[config.mk]
export PLATFORM = sky130hd
export DESIGN_NAME = line_capture_ctrl
export DESIGN_NICKNAME = d
export VERILOG_FILES = /design/src/rtl/line_capture_ctrl.sv
export SDC_FILE = /design/constraint.sdc
export NUM_CORES = 1
export LEC_CHECK = 0
export CORE_ASPECT_RATIO = 2
export CORE_UTILIZATION = 44
export DETAILED_ROUTE_END_ITERATION = 8
export PLACE_DENSITY = 0.68
export SLEW_MARGIN = 10
export SYNTH_ARGS = -nofsm -noshare
export SYNTH_HDL_FRONTEND = slang
export SYNTH_SLANG_ARGS = --single-unit
[constraint.sdc]
create_clock -name clk -period 5.5 [get_ports clk]
set_clock_uncertainty 0.05 [all_clocks]
set_input_delay 1.375 -clock clk [delete_from_list [all_inputs] [get_ports clk]]
set_output_delay 1.375 -clock clk [all_outputs]
set_load 0.02 [all_outputs]
[src/rtl/line_capture_ctrl.sv]
// line_capture_ctrl
//   Frame-lock tracker and decimating line capture for a sampled video stream.
//   A frame FSM (SEARCH/VERIFY/LOCKED) watches the line count between V-syncs.
//   Once locked, active lines are decimated 3:2 into a ping-pong line buffer.
//   Completed lines are handed to a consumer with a ready/ack handshake.
//
// Ports
//   clk, rst          : system clock; asynchronous active-high reset
//   sample_valid      : qualifies h_sync_pulse, v_sync_pulse, active_video and adc_data
//   h_sync_pulse      : line start
//   v_sync_pulse      : frame start (may coincide with h_sync_pulse)
//   active_video      : sample lies inside the active window
//   adc_data[11:0]    : raw video sample
//   line_ack          : consumer has taken the ready line (honoured on any clk)
//   wr_en/wr_addr/wr_data/wr_bank : line-buffer write port, registered
//   line_ready/line_bank/line_num : completed-line descriptor
//   locked            : frame lock held
//   overrun           : one-clk pulse when a completed line is dropped
module line_capture_ctrl #(
  parameter int unsigned FIRST_ACTIVE_LINE = 21,
  parameter int unsigned ACTIVE_LINES      = 240,
  parameter int unsigned LINES_MIN         = 250,
  parameter int unsigned LINES_MAX         = 320,
  parameter int unsigned LOCK_FRAMES       = 2
) (
  input  logic        clk,
  input  logic        rst,
  input  logic        sample_valid,
  input  logic        h_sync_pulse,
  input  logic        v_sync_pulse,
  input  logic        active_video,
  input  logic [11:0] adc_data,
  input  logic        line_ack,
  output logic        wr_en,
  output logic [10:0] wr_addr,
  output logic [11:0] wr_data,
  output logic        wr_bank,
  output logic        line_ready,
  output logic        line_bank,
  output logic [8:0]  line_num,
  output logic        locked,
  output logic        overrun
);

  typedef enum logic [1:0] {
    SEARCH = 2'd0,
    VERIFY = 2'd1,
    LOCKED = 2'd2
  } state_t;

  localparam logic [9:0]  CAP_FIRST   = 10'(FIRST_ACTIVE_LINE);
  localparam logic [9:0]  CAP_END     = 10'(FIRST_ACTIVE_LINE + ACTIVE_LINES);
  localparam logic [8:0]  FIRST_LINE  = 9'(FIRST_ACTIVE_LINE);
  localparam logic [8:0]  MIN_LINES   = 9'(LINES_MIN);
  localparam logic [8:0]  MAX_LINES   = 9'(LINES_MAX);
  localparam logic [2:0]  LOCK_TARGET = 3'(LOCK_FRAMES);
  localparam logic [10:0] LINE_PIXELS = 11'd1280;

  state_t      state;
  logic [1:0]  good_frames;
  logic [8:0]  line_count;
  logic [1:0]  phase;
  logic [10:0] pix;

  logic        capturing;
  logic        count_ok;
  logic [8:0]  count_inc;
  logic [2:0]  good_next;
  logic        line_done;
  logic        do_write;

  always_comb begin
    capturing = locked
                && ({1'b0, line_count} >= CAP_FIRST)
                && ({1'b0, line_count} <  CAP_END);
    count_ok  = (line_count >= MIN_LINES) && (line_count <= MAX_LINES);
    count_inc = (line_count == '1) ? line_count : line_count + 9'd1;
    good_next = {1'b0, good_frames} + 3'd1;
    // A line is closed only if it was capturing and actually wrote something;
    // pix doubles as the "wrote at least one pixel" flag.
    line_done = sample_valid && h_sync_pulse && capturing && (pix != '0);
    // Samples arriving with h_sync_pulse are treated as blanking.
    do_write  = sample_valid && !h_sync_pulse && active_video && capturing
                && (phase != 2'd2) && (pix < LINE_PIXELS);
  end

  // Frame-lock FSM and line counter. On a coincident V/H sync the frame is
  // judged on the pre-clear count, then the count restarts at 0.
  always_ff @(posedge clk or posedge rst) begin
    if (rst) begin
      state       <= SEARCH;
      good_frames <= '0;
      line_count  <= '0;
      locked      <= 1'b0;
    end else if (sample_valid) begin
      if (v_sync_pulse) begin
        line_count <= '0;
        case (state)
          SEARCH: begin
            state       <= VERIFY;
            good_frames <= '0;
            locked      <= 1'b0;
          end
          VERIFY: begin
            if (count_ok) begin
              good_frames <= good_next[1:0];
              if (good_next >= LOCK_TARGET) begin
                state  <= LOCKED;
                locked <= 1'b1;
              end
            end else begin
              good_frames <= '0;
            end
          end
          LOCKED: begin
            if (!count_ok) begin
              state       <= SEARCH;
              good_frames <= '0;
              locked      <= 1'b0;
            end
          end
          default: begin
            state       <= SEARCH;
            good_frames <= '0;
            locked      <= 1'b0;
          end
        endcase
      end else if (h_sync_pulse) begin
        line_count <= count_inc;
        // Over-long frame: drop lock as soon as the count passes the limit.
        if ((state == LOCKED) && (count_inc > MAX_LINES)) begin
          state       <= SEARCH;
          good_frames <= '0;
          locked      <= 1'b0;
        end
      end
    end
  end

  // Capture datapath and line handoff.
  always_ff @(posedge clk or posedge rst) begin
    if (rst) begin
      phase      <= '0;
      pix        <= '0;
      wr_en      <= 1'b0;
      wr_addr    <= '0;
      wr_data    <= '0;
      wr_bank    <= 1'b0;
      line_ready <= 1'b0;
      line_bank  <= 1'b0;
      line_num   <= '0;
      overrun    <= 1'b0;
    end else begin
      wr_en   <= 1'b0;
      overrun <= 1'b0;

      if (line_ack && line_ready)
        line_ready <= 1'b0;

      if (sample_valid) begin
        if (h_sync_pulse) begin
          phase <= '0;
          pix   <= '0;
        end else if (active_video) begin
          phase <= (phase == 2'd2) ? 2'd0 : phase + 2'd1;
          if (do_write) begin
            wr_en   <= 1'b1;
            wr_addr <= pix;
            wr_data <= adc_data;
            pix     <= pix + 11'd1;
          end
        end

        // A simultaneous ack frees the slot, so the new line replaces the old
        // one and line_ready stays high (the assignment below wins).
        if (line_done) begin
          if (line_ready && !line_ack) begin
            overrun <= 1'b1;
          end else begin
            line_ready <= 1'b1;
            line_bank  <= wr_bank;
            line_num   <= line_count - FIRST_LINE;
            wr_bank    <= ~wr_bank;
          end
        end
      end
    end
  end

endmodule
---- After elaboration in Yosys (flattened, before gate mapping) ----
Cells that the tools add are included.
storage, ports and cells
  output and inout port bits .............. 38
  word-level logic and storage cells ...... 103
  flip-flop bits (word level) ............. 64
operators by class
  add/sub/neg operators ................... 5
  order comparisons ....................... 7
  reduce and logical (&&, ||, !) cells .... 29
  eq/ne operators ......................... 8
  bitwise operators ....................... 3
  muxes and demuxes ....................... 37
operators by type and width
  cell                                                   count
  two-way mux 11 bit                                     3
  two-way mux 9 bit                                      3
  two-way mux 2 bit                                      11
  two-way mux 1 bit                                      17
  logical AND 1 bit                                      14
  adder 11 x 1 -> 11 bit (second input constant)         1
  < comparator 11 bit (second input constant)            1
  nonzero test 11 bit                                    1
  adder 9 x 1 -> 9 bit (second input constant)           1
  equality test 9 bit (second input constant)            1
  >= comparator 9 x 5 -> 1 bit (second input constant)   1
  >= comparator 9 x 8 -> 1 bit (second input constant)   1
  greater-than comparator 9 bit (second input constant)  1
  <= comparator 9 bit (second input constant)            1
  < comparator 9 bit (second input constant)             1
  inequality test 3 bit (second input constant)          3
  subtractor 9 x 5 -> 9 bit (second input constant)      1
  AND reduction 4 bit                                    2
  nonzero test 2 bit                                     4
  case mux 2 bit (3 select lines)                        1
  AND reduction 3 bit                                    2
  AND reduction 6 bit                                    1
  equality test 2 bit (second input constant)            2
  case mux 2 bit (2 select lines)                        1
  10 further kinds                                       14

---- Logic depth before layout (Yosys ltp) ----
  word-level depth ........................ 10
  gate-level depth with buffers ........... 10
  gate-level depth less buffers ........... 8

---- Worst setup path after synthesis ----
Ideal clock, no wire load.
  kind .................................... input to register
  start point ............................. input port sample_valid
  end point ............................... register line_bank
  stages on the path ...................... 6
  slack ................................... 2.388 ns
  library setup time ...................... 0.125 ns
  buffers on the path ..................... 2
  arrival ................................. 2.937 ns
  cells stage by stage .................... clkbuf_1 nand2_1 or4_1 nor2b_1 buf_4 mux2_2
on the way
  longest elaborated chain between the ends .. 4
ends and longest elaborated chain
  element                            line  RTL
  from (decl)                        28    input logic sample_valid,
  logical AND 1 bit (3 in series)    81    line_done = sample_valid && h_sync_pulse && capturing && (pix != '0);
  AND reduction 3 bit (no line) (*)  --
  to (signal assigned)               181   line_bank <= wr_bank;
  to (decl)                          39    output logic line_bank,
Every way passes the cells marked *; elsewhere a longest branch is shown, timed or not.
A chain may end at the register's enable or synchronous reset.

---- Worst setup path in the final report ----
  start point ............................. input port sample_valid
  end point ............................... register line_num[6]
on the way
  longest elaborated chain between the ends .. 4
ends and longest elaborated chain
  element                            line  RTL
  logical AND 1 bit (3 in series)    81
  AND reduction 3 bit (no line) (*)  --
  to (signal assigned)               182   line_num <= line_count - FIRST_LINE;
  to (decl)                          40    output logic [8:0] line_num,
Marks and branches as above.

==> flow_summary.toml <==
[sta]
period_minus_slack_ns = 3.821
rsz0062_at_grt = "no"
slew_violations = 0
worstMarginPinSlew_ns = 0.8991
slew_headroom = 0.3994
clock.fmax_mhz = 261.7
finalHoldViolCount = 0
fin_crit_sh = 0.6947
whs_ns = 0.4209
timing.setup.tns_ns = 0
setup_viol = 0

[power]
ir_worst_vdd_uv = 150.9
p_leak_nw = 1.909
powerDensity_nw_per_um2 = 277.9

[cells_and_area]
final_nets = 428
design_area_sq_um = 4190
final_cells = 499
mostFrequentLayoutCells = "nand2_1, dfrtp_1, clkdlybuf4s50_1, o21ai_0, nor2_1"
final_common_cell = "nand2_1"
area_growth_pct = 26.86
n_antenna_cell = 0
drive_gt1_frac = 0.08600

[floorplanning]
start_util = 0.4545
core_sq_um = 7267
row_count = 44
chipHeight_um = 124.5
dieArea_sq_um = 7878
die_w_um = 63.27
ioPinCount = 57

[worst_setup_path]
critical_path_required_ns = 5.66
worst-path-max-fanout = 11
critPathKind = "input port to register"
rrSetupSlack_ns = 2.25
crit_path_start_kind = "input port"
end_kind = "register"
crit_arrival_ns = 3.98
cp_cell_sequence = "clkdlybuf4s50_1, nand2_1, or4_1, nor2b_1, mux2_2"
slowest_delay_ns = 0.73
crit_slowest_cell = "nor2b_1"

[placement]
placed_area_sq_um = 3871
place_hpwl_um = 5372
dpl.cell_count = 483
gp_congestion = 0.8952
io_buffers = 56

[clock_network]
insertion_delay_ns = 0.32
cts.sinks = 64
cts_max_level = 3
clk_path_buf_depth = 2
cts_buffers = 9
post_cts_buffers = 0
cts-root-buf = "clkbuf_16"
cts_tree = "built"
ctsHoldBuffers = 0
ctsResizeCount = 0
clk_pin_slew_worst_paths_ns = 0.05

[global_route]
track_usage = 0.2069
grt_max_degree = 46
antenna_found_initial = 0
first_global_vias = 2673
grt_pass1_wl_um = 12590
grt-ovfl-total = 0

[synthesis]
synth_edf_count = 0
ys_seq_area_frac = 0.4848
synthAdderAreaFrac = 0.02652
synthMuxAreaShare = 0.05303
synth_cell_types = 54
syn_area_per_cell_sq_um = 9.305
synth_compound_area_frac = 0.1273
synth_seq_cells = 64
synth-xor-area-share = 0.02917
yosys.area_share.simple = 0.2284
yosys_warnings = 0
synth_fp_nets = 381
synthFlopType = "dfrtp_1"
synth_area_sq_um = 3303
synth_top_family_by_area = "simple AND/OR/NAND/NOR gates"
synthCells = 355
synth-async-reset-ratio = 1.000

[route]
drc = 0
wl_um = 7449
drt_iter0_markers = 170
drt-wirelength-per-cell_um = 14.93
drt-vias-per-instance = 5.371
antenna_left = 0
dr.pass1.iters = 4
vias = 2680

[run]
drv_cap = 0

[outcome]
status = "completed"

[min_path]
hold_class = "register to register"
==> area by class of cell <==
type,instances,area [sq um]
fill,679,3077
sequential,64,1602
multi-input combinational,256,1534
timing repair buffer,57,568.0
clock buffer,14,284.0
tap,92,115.1
inverter,14,52.55
clock inverter,2,35.03
==> final timing paths <==
path	start	to	cells after the start
worst max-delay path	sample_valid	line_num[6]	5
max in group asynchronous	rst	good_frames[1]	3
worst min-delay path	wr_data[2]	wr_data[2]	2
min in group asynchronous	rst	wr_data[1]	2
worst min register to register	wr_data[2]	wr_data[2]	2
worst max register to register	line_count[2]	line_num[6]	6
==> cells by family (layout without fill, tap and decap cells) <==
kind of cell             Yosys count  count (layout)
adder cells (fa/ha/maj)            7               7
AO/OA/AOI/OAI                     65              65
AND/OR/NAND/NOR                  157             157
multiplexers                      16              16
XOR/XNOR                          11              11
flip-flops                        64              64
buffers and inverters             35              87
==> sequential cells by signal, indices dropped and copies added, names as in the netlist <==
| signal | count |
|---|---|
| line_bank | 1 |
| wr_addr | 11 |
| wr_en | 1 |
| wr_data | 12 |
| pix | 11 |
| overrun | 1 |
| state | 2 |
| line_ready | 1 |
| line_num | 9 |
| line_count | 9 |
| good_frames | 2 |
| locked | 1 |
| phase | 2 |
| wr_bank | 1 |
==> routing by layer <==
layer / vias up / GRT usage / part of all wire
li1: 1325 / - / -
met1: 1288 / 0.2262 / 0.37
met2: 55 / 0.3631 / 0.57
met3: 12 / 0.03938 / 0.030
met4: 0 / 0.1176 / 0.033
met5: - / 0 / 0
==> stage by stage <==
| step | setup WS, ns | total power, W | util |
|---|---|---|---|
| after floorplan | 2.388 | 0.0005471 | - |
| after global placement | 1.391 | 0.0005832 | 0.5327 |
| after detailed placement | 1.326 | 0.0005845 | 0.5327 |
| after CTS | 1.653 | 0.001174 | 0.5766 |
| after global routing | 1.498 | 0.001210 | 0.5766 |
| final | 1.679 | 0.001165 | 0.5766 |
==> cells in the mapped netlist, types with 2 or more instances <==
master | number | share of area
nand2_1 | 90 | 0.10
dfrtp_1 | 64 | 0.48
o21ai_0 | 21 | 0.032
nor2_1 | 14 | 0.016
inv_1 | 13 | 0.015
mux2_2 | 12 | 0.041
a21oi_1 | 11 | 0.017
clkbuf_1 | 10 | 0.011
o31ai_1 | 9 | 0.020
ha_1 | 7 | 0.027
xnor2_1 | 7 | 0.019
nand3_1 | 6 | 0.0091
or4_1 | 6 | 0.014
and2_1 | 5 | 0.0095
and3_1 | 5 | 0.0095
buf_2 | 5 | 0.0076
nand2b_1 | 5 | 0.0095
nand4_1 | 5 | 0.0095
mux2i_1 | 4 | 0.012
nor2b_1 | 4 | 0.0076
nor3_1 | 4 | 0.0061
xor2_1 | 4 | 0.011
a211oi_1 | 3 | 0.0068
a31oi_1 | 3 | 0.0057
buf_6 | 3 | 0.010
buf_4 | 2 | 0.0045
nor4b_1 | 2 | 0.0053
o211ai_1 | 2 | 0.0045
o22ai_1 | 2 | 0.0038
o2bb2ai_1 | 2 | 0.0053
or3_1 | 2 | 0.0038
==> report_power, final <==
group / switching, W / leakage, nW / internal (W) / total, W
clock network: 0.000190 / 0.159 / 0.000399 / 0.000589
registers: 0.0000109 / 0.883 / 0.000482 / 0.000493
logic: 0.0000455 / 0.867 / 0.0000372 / 0.0000827
total: 0.000246 / 1.91 / 0.000918 / 0.00116
==> critical path: cells and delay by family <==
family | cells | cell delay (ns)
buffers and inverters | 1 | 0.67
muxes | 1 | 0.42
and+or+nand+nor | 3 | 1.51
Note: power is estimated with default switching activity, not from simulation.
